**src/rtl/hop_pkg.sv**
```systemverilog
// Shared definitions for the hop chain array: flush FSM state codes and
// helpers that size the tap-select and occupancy-count fields from DEPTH.
package hop_pkg;

  localparam logic [1:0] ST_IDLE  = 2'd0;
  localparam logic [1:0] ST_DRAIN = 2'd1;
  localparam logic [1:0] ST_DONE  = 2'd2;

  function automatic int cnt_width(input int depth);
    return $clog2(depth + 1);
  endfunction

  function automatic int tap_width(input int depth);
    return $clog2(depth);
  endfunction

endpackage

```
**src/rtl/hop_chain_array_if.sv**
```systemverilog
// Packed per-channel bus between stimulus and the hop chain array; channel c
// occupies slice [c*W +: W] of every multi-bit field.
interface hop_chain_array_if
  import hop_pkg::*;
#(
  parameter int CHANNELS = 4,
  parameter int DEPTH    = 8,
  parameter int WIDTH    = 1,
  parameter int TAP_W    = tap_width(DEPTH),
  parameter int CNT_W    = cnt_width(DEPTH)
);

  logic [CHANNELS*WIDTH-1:0] start;
  logic [CHANNELS-1:0]       start_vld;
  logic [CHANNELS-1:0]       advance;
  logic [CHANNELS*DEPTH-1:0] stage_clr;
  logic [CHANNELS*TAP_W-1:0] tap_sel;
  logic [CHANNELS-1:0]       flush;
  logic [CHANNELS*WIDTH-1:0] dout;
  logic [CHANNELS-1:0]       dout_vld;
  logic [CHANNELS*WIDTH-1:0] tap_out;
  logic [CHANNELS*CNT_W-1:0] fill_cnt;
  logic [CHANNELS-1:0]       flush_busy;
  logic [CHANNELS-1:0]       flush_done;

  modport master (
    output start, start_vld, advance, stage_clr, tap_sel, flush,
    input  dout, dout_vld, tap_out, fill_cnt, flush_busy, flush_done
  );

  modport slave (
    input  start, start_vld, advance, stage_clr, tap_sel, flush,
    output dout, dout_vld, tap_out, fill_cnt, flush_busy, flush_done
  );

endinterface

```
**src/rtl/hop_chain_lane.sv**
```systemverilog
// One channel of the hop chain array: DEPTH data/valid stages with per-stage
// clear, a tap mux, an occupancy popcount and a self-timed flush sequencer.
module hop_chain_lane
  import hop_pkg::*;
#(
  parameter int DEPTH = 8,
  parameter int WIDTH = 1,
  parameter int TAP_W = tap_width(DEPTH),
  parameter int CNT_W = cnt_width(DEPTH)
) (
  input  logic             clock0,
  input  logic             rst1,
  input  logic [WIDTH-1:0] start,
  input  logic             start_vld,
  input  logic             advance,
  input  logic [DEPTH-1:0] stage_clr,
  input  logic [TAP_W-1:0] tap_sel,
  input  logic             flush,
  output logic [WIDTH-1:0] dout,
  output logic             dout_vld,
  output logic [WIDTH-1:0] tap_out,
  output logic [CNT_W-1:0] fill_cnt,
  output logic             flush_busy,
  output logic             flush_done
);

  logic [DEPTH-1:0][WIDTH-1:0] dat_q, dat_d;
  logic [DEPTH-1:0]            vld_q, vld_d;
  logic [1:0]                  state_q, state_d;
  logic                        draining;
  logic                        eff_adv;

  assign draining = (state_q == ST_DRAIN);
  assign eff_adv  = draining || advance;

  // NOTE: every always_comb output gets a full default first so no path
  // through the block leaves a value unassigned and infers a latch.
  always_comb begin
    dat_d = dat_q;
    vld_d = vld_q;
    if (eff_adv) begin
      dat_d[0] = draining ? '0 : start;
      vld_d[0] = !draining && start_vld;
      for (int k = 1; k < DEPTH; k++) begin
        dat_d[k] = dat_q[k-1];
        vld_d[k] = vld_q[k-1];
      end
    end
    // Clear wins over the incoming shift; stage k+1 already took old stage k.
    for (int k = 0; k < DEPTH; k++) begin
      if (stage_clr[k]) begin
        dat_d[k] = '0;
        vld_d[k] = 1'b0;
      end
    end
  end

  always_comb begin
    state_d = state_q;
    case (state_q)
      ST_IDLE:  if (flush) state_d = (|vld_q) ? ST_DRAIN : ST_DONE;
      ST_DRAIN: if (vld_d == '0) state_d = ST_DONE;
      ST_DONE:  state_d = ST_IDLE;
      default:  state_d = ST_IDLE;
    endcase
  end

  // NOTE: the stage registers are ordinary flops, not RAM, so they are all
  // reset; dout/fill_cnt must read 0 straight after reset.
  always_ff @(posedge clock0) begin
    if (rst1) begin
      dat_q   <= '0;
      vld_q   <= '0;
      state_q <= ST_IDLE;
    end else begin
      // NOTE: non-blocking updates so every stage samples the pre-edge
      // value of its neighbour, independent of statement order.
      dat_q   <= dat_d;
      vld_q   <= vld_d;
      state_q <= state_d;
    end
  end

  always_comb begin
    tap_out = '0;
    for (int k = 0; k < DEPTH; k++) begin
      if (tap_sel == TAP_W'(k)) tap_out = dat_q[k];
    end
  end

  always_comb begin
    fill_cnt = '0;
    for (int k = 0; k < DEPTH; k++) begin
      fill_cnt = fill_cnt + CNT_W'(vld_q[k]);
    end
  end

  assign dout       = dat_q[DEPTH-1];
  assign dout_vld   = vld_q[DEPTH-1];
  assign flush_busy = (state_q == ST_DRAIN);
  assign flush_done = (state_q == ST_DONE);

endmodule

```
**src/rtl/hop_chain_array.sv**
```systemverilog
// Array of CHANNELS independent hop chains; slices the packed interface bus
// into one hop_chain_lane per channel.
module hop_chain_array
  import hop_pkg::*;
#(
  parameter int CHANNELS = 4,
  parameter int DEPTH    = 8,
  parameter int WIDTH    = 1,
  parameter int TAP_W    = tap_width(DEPTH),
  parameter int CNT_W    = cnt_width(DEPTH)
) (
  input logic               clock0,
  input logic               rst1,
  hop_chain_array_if.slave  bus
);

  for (genvar c = 0; c < CHANNELS; c++) begin : g_lane
    hop_chain_lane #(
      .DEPTH (DEPTH),
      .WIDTH (WIDTH),
      .TAP_W (TAP_W),
      .CNT_W (CNT_W)
    ) u_lane (
      .clock0     (clock0),
      .rst1       (rst1),
      .start      (bus.start[c*WIDTH +: WIDTH]),
      .start_vld  (bus.start_vld[c]),
      .advance    (bus.advance[c]),
      .stage_clr  (bus.stage_clr[c*DEPTH +: DEPTH]),
      .tap_sel    (bus.tap_sel[c*TAP_W +: TAP_W]),
      .flush      (bus.flush[c]),
      .dout       (bus.dout[c*WIDTH +: WIDTH]),
      .dout_vld   (bus.dout_vld[c]),
      .tap_out    (bus.tap_out[c*WIDTH +: WIDTH]),
      .fill_cnt   (bus.fill_cnt[c*CNT_W +: CNT_W]),
      .flush_busy (bus.flush_busy[c]),
      .flush_done (bus.flush_done[c])
    );
  end

endmodule

```
**src/flat_wrapper.sv**
```systemverilog
// flat-port wrapper written by rule: the top's interface ports become plain ports
module hop_chain_array_flat import hop_pkg::*;
#(
  parameter int CHANNELS = 4,
  parameter int DEPTH    = 8,
  parameter int WIDTH    = 1,
  parameter int TAP_W    = tap_width(DEPTH),
  parameter int CNT_W    = cnt_width(DEPTH)
)
  (clock0, rst1, bus_start, bus_start_vld, bus_advance, bus_stage_clr, bus_tap_sel, bus_flush, bus_dout, bus_dout_vld, bus_tap_out, bus_fill_cnt, bus_flush_busy, bus_flush_done);
  hop_chain_array_if #(.CHANNELS(CHANNELS), .DEPTH(DEPTH), .WIDTH(WIDTH), .TAP_W(TAP_W), .CNT_W(CNT_W)) bus_i ();
  input logic clock0;
  input logic rst1;
  input wire logic [$bits(bus_i.start)-1:0] bus_start;
  input wire logic [$bits(bus_i.start_vld)-1:0] bus_start_vld;
  input wire logic [$bits(bus_i.advance)-1:0] bus_advance;
  input wire logic [$bits(bus_i.stage_clr)-1:0] bus_stage_clr;
  input wire logic [$bits(bus_i.tap_sel)-1:0] bus_tap_sel;
  input wire logic [$bits(bus_i.flush)-1:0] bus_flush;
  output wire logic [$bits(bus_i.dout)-1:0] bus_dout;
  output wire logic [$bits(bus_i.dout_vld)-1:0] bus_dout_vld;
  output wire logic [$bits(bus_i.tap_out)-1:0] bus_tap_out;
  output wire logic [$bits(bus_i.fill_cnt)-1:0] bus_fill_cnt;
  output wire logic [$bits(bus_i.flush_busy)-1:0] bus_flush_busy;
  output wire logic [$bits(bus_i.flush_done)-1:0] bus_flush_done;
  assign bus_i.start = bus_start;
  assign bus_i.start_vld = bus_start_vld;
  assign bus_i.advance = bus_advance;
  assign bus_i.stage_clr = bus_stage_clr;
  assign bus_i.tap_sel = bus_tap_sel;
  assign bus_i.flush = bus_flush;
  assign bus_dout = bus_i.dout;
  assign bus_dout_vld = bus_i.dout_vld;
  assign bus_tap_out = bus_i.tap_out;
  assign bus_fill_cnt = bus_i.fill_cnt;
  assign bus_flush_busy = bus_i.flush_busy;
  assign bus_flush_done = bus_i.flush_done;
  hop_chain_array #(.CHANNELS(CHANNELS), .DEPTH(DEPTH), .WIDTH(WIDTH), .TAP_W(TAP_W), .CNT_W(CNT_W)) u_core (.clock0(clock0), .rst1(rst1), .bus(bus_i));
endmodule
```
**config.mk**
```make
export PLATFORM = sky130hd
export DESIGN_NAME = hop_chain_array_flat
export DESIGN_NICKNAME = d
export VERILOG_FILES = /design/src/rtl/hop_pkg.sv /design/src/rtl/hop_chain_array_if.sv /design/src/rtl/hop_chain_lane.sv /design/src/rtl/hop_chain_array.sv /design/src/flat_wrapper.sv
export SDC_FILE = /design/constraint.sdc
export NUM_CORES = 1
export LEC_CHECK = 0
export CAP_MARGIN = 25
export CORE_ASPECT_RATIO = 1.75
export CORE_MARGIN = 5
export CORE_UTILIZATION = 40
export DETAILED_ROUTE_END_ITERATION = 12
export HOLD_SLACK_MARGIN = 0.15
export PLACE_DENSITY = 0.66
export SYNTH_ARGS = -nofsm -noshare
export SYNTH_HDL_FRONTEND = slang
export SYNTH_SLANG_ARGS = --single-unit
export TNS_END_PERCENT = 30
```
**constraint.sdc**
```tcl
create_clock -name clock0 -period 5.4 [get_ports clock0]
set_input_delay 0.54 -clock clock0 [delete_from_list [all_inputs] [get_ports clock0]]
set_output_delay 0.54 -clock clock0 [all_outputs]
set_load 0.02 [all_outputs]
```
==> results.toml <==
[status]
outcome = "completed"

[critical_path]
arrival_ps = 3740
cp_cell_sequence = "inv_1 > fa_1 > fa_1 > fa_1 > inv_1 > ha_1 > inv_1 > fa_1 > inv_1 > clkdlybuf4s50_1"
end_kind = "output pin"
worst-path-buf-inv = 5
cp_slowest_cell = "clkdlybuf4s50_1"
critical_path_class = "reg2out"
cp-start-kind = "flop"
critPathRequiredTime_ps = 4860
critPathMaxFanout = 3
worst_path_dominant_cell_family = "adder cells"
slowest_delay_ps = 600

[synth]
synthSimpleGateAreaFrac_pct = 17.44
netlist_instances = 439
ys.flop_type = "dfxtp_1"
synthArstFlopShare_pct = 0
avgSynthCellArea_um2 = 9.676
syn_nets = 533
synth-compound-area-share_pct = 7.128
yosys_warnings = 0
ys_seq_area_share_pct = 33.93
synth-xor-area-share_pct = 0.8247
synth_cell_types = 38
synth_adder_area_share_pct = 12.25
synth.top_cell.area_share_pct = 33.93
post-synth-top-count-cell = "dfxtp_1"
synth_area_leader_cell = "dfxtp_1"
synthMuxAreaShare_pct = 17.79
ys_top_cells_by_area = "dfxtp_1, mux2i_1, fa_1"
synth_common_cells = "dfxtp_1, inv_1, mux2i_1"
synth_top_family_by_area = "multiplexers"
synth-seq-cells = 72
syn_area_um2 = 4248
synth-edff-count = 0

[clock_tree]
cts_buffers = 9
cts_root_buf = "clkbuf_16"
cts_tree = "built"
ctsHtreeMaxLevel = 3
numClockSinks = 72
cts_resized = 0
cts.clk_slew.worst_paths_ps = 50
post-cts-setup-buffers = 0
cts_max_path_buffers = 2
clk_latency_ps = 330
hold_buffers = 0

[grt]
overflow = 0
grt_usage_pct = 16.85
first_global_vias = 3593
antenna_found_initial = 0
grt_pass1_wl_mm = 17.08
grt_max_degree = 68

[drt]
drtAntennaViolNets = 0
routed_wirelength_mm = 10.30
vias = 3401
dr.first_iter.drc_count = 74
drt-wirelength-per-cell_um = 16.05
avgViaCountPerCell = 5.298
first_pass_iters = 4
drc = 0

[floorplanning]
dieArea_um2 = 12860
die_h_um = 146.3
top_level_ports = 98
row_count = 49
core-area_um2 = 10360
start_util_pct = 41.00
die_width_um = 87.90

[placement]
dpl_worst_slack_ps = 1440
dp.cells = 628
portBuffers = 97
dpl.hpwl_mm = 8.150
dpl_cell_area_um2 = 5142
place.gp.congestion = 0.8242

[cells_and_area]
multiInputGateArea_um2 = 2355
num_antenna_cells = 0
area_growth_syn_to_layout_pct = 27.39
fin_cells = 642
design_area_um2 = 5411
final_core_util_pct = 52.23
n_fill_cell = 943
nNetsFinal = 607
drive_gt1_share_pct = 6.796
ff_latch_area_um2 = 1441

[timing]
layout_setup_ws_ps = 1121
fin_crit_sh_pct = 79.23
fmax_ghz = 0.2337
clock_skew_ps = 5.599
hold_viol_final = 0
setup_tns_ps = 0
setup_violations = 0
holdWs_ps = 533.2
rsz0062_at_grt = "no"
finalMaxSlewViolations = 0
slew_headroom_pct = 51.85
tightestPinTransition_ps = 722.3
period_needed_ps = 4279

[hold_path]
hold_path_class = "reg2reg"

[pwr]
peakVddDrop_uv = 153.9
power.total_mw = 1.208
p_leak_nw = 2.159
powerDensity_nw_per_um2 = 223.2

[run]
drv_cap = 0
==> sequential cells by signal (all words and copies together) (netlist names) <==
register	count
u_core.g_lane.u_lane.state_q	8
u_core.g_lane.u_lane.vld_q	32
u_core.g_lane.u_lane.dat_q	28
u_core.g_lane.u_lane.dout	4
==> cells by family (layout without fill, tap and decap cells) <==
| logic type | after synthesis | count (layout) |
|---|---|---|
| adders and majority gates | 32 | 32 |
| AOI/OAI and AO/OA | 42 | 42 |
| buffers and inverters | 92 | 168 |
| muxes | 65 | 65 |
| xor gates and xnor gates | 4 | 4 |
| DFF | 72 | 72 |
| and+or+nand+nor | 132 | 132 |
==> layout make-up <==
cell class	instances	area share, %
clock inverter	1	0.09249
inverter	55	3.815
clock buffer	12	4.740
timing repair buffer	100	18.27
tap	127	2.936
multi-input combinational	275	43.51
sequential	72	26.64
==> routing by layer <==
metal  track usage [%]  up-vias  share of wire (%)
li1                  -     1655                  -
met1             18.42     1630                 37
met2             30.10       91                 54
met3             3.157       25                5.3
met4             8.295        0                3.0
met5                 0        -                  0
==> tightest hold or removal path: stages, from the launching register on <==
cell and delay (ps):
dfxtp_1 320, mux2i_1 120, nor3_1 50
==> path summary, 6_finish.rpt <==
check | from | end | slack (ps) | depth (start not counted)
hold / removal | u_core.g_lane[1].u_lane.dat_q[6] | u_core.g_lane[1].u_lane.dout | 530 | 2
setup / recovery | u_core.g_lane[3].u_lane.vld_q[0] | bus_fill_cnt[13] | 1120 | 10
hold reg to reg | u_core.g_lane[1].u_lane.dat_q[6] | u_core.g_lane[1].u_lane.dout | 530 | 2
setup reg to reg | u_core.g_lane[0].u_lane.state_q[1] | u_core.g_lane[0].u_lane.state_q[0] | 3160 | 6
==> placed cells by master (no fill, tap or decap), types with 16 or more instances in the layout <==
master	count
fa_1	16
nor2_1	21
dfxtp_1	72
inv_1	54
nor2b_1	21
nor3_1	46
mux2i_1	53
ha_1	16
clkdlybuf4s50_1	96
==> report_power, final <==
| part | switching, mW | total (mW) | internal (mW) |
|---|---|---|---|
| Sequential | 0.00467 | 0.542 | 0.537 |
| Clock | 0.206 | 0.533 | 0.327 |
| Combinational | 0.0617 | 0.133 | 0.0714 |
| Total | 0.272 | 1.21 | 0.936 |
(Power assumes the default switching activity.)
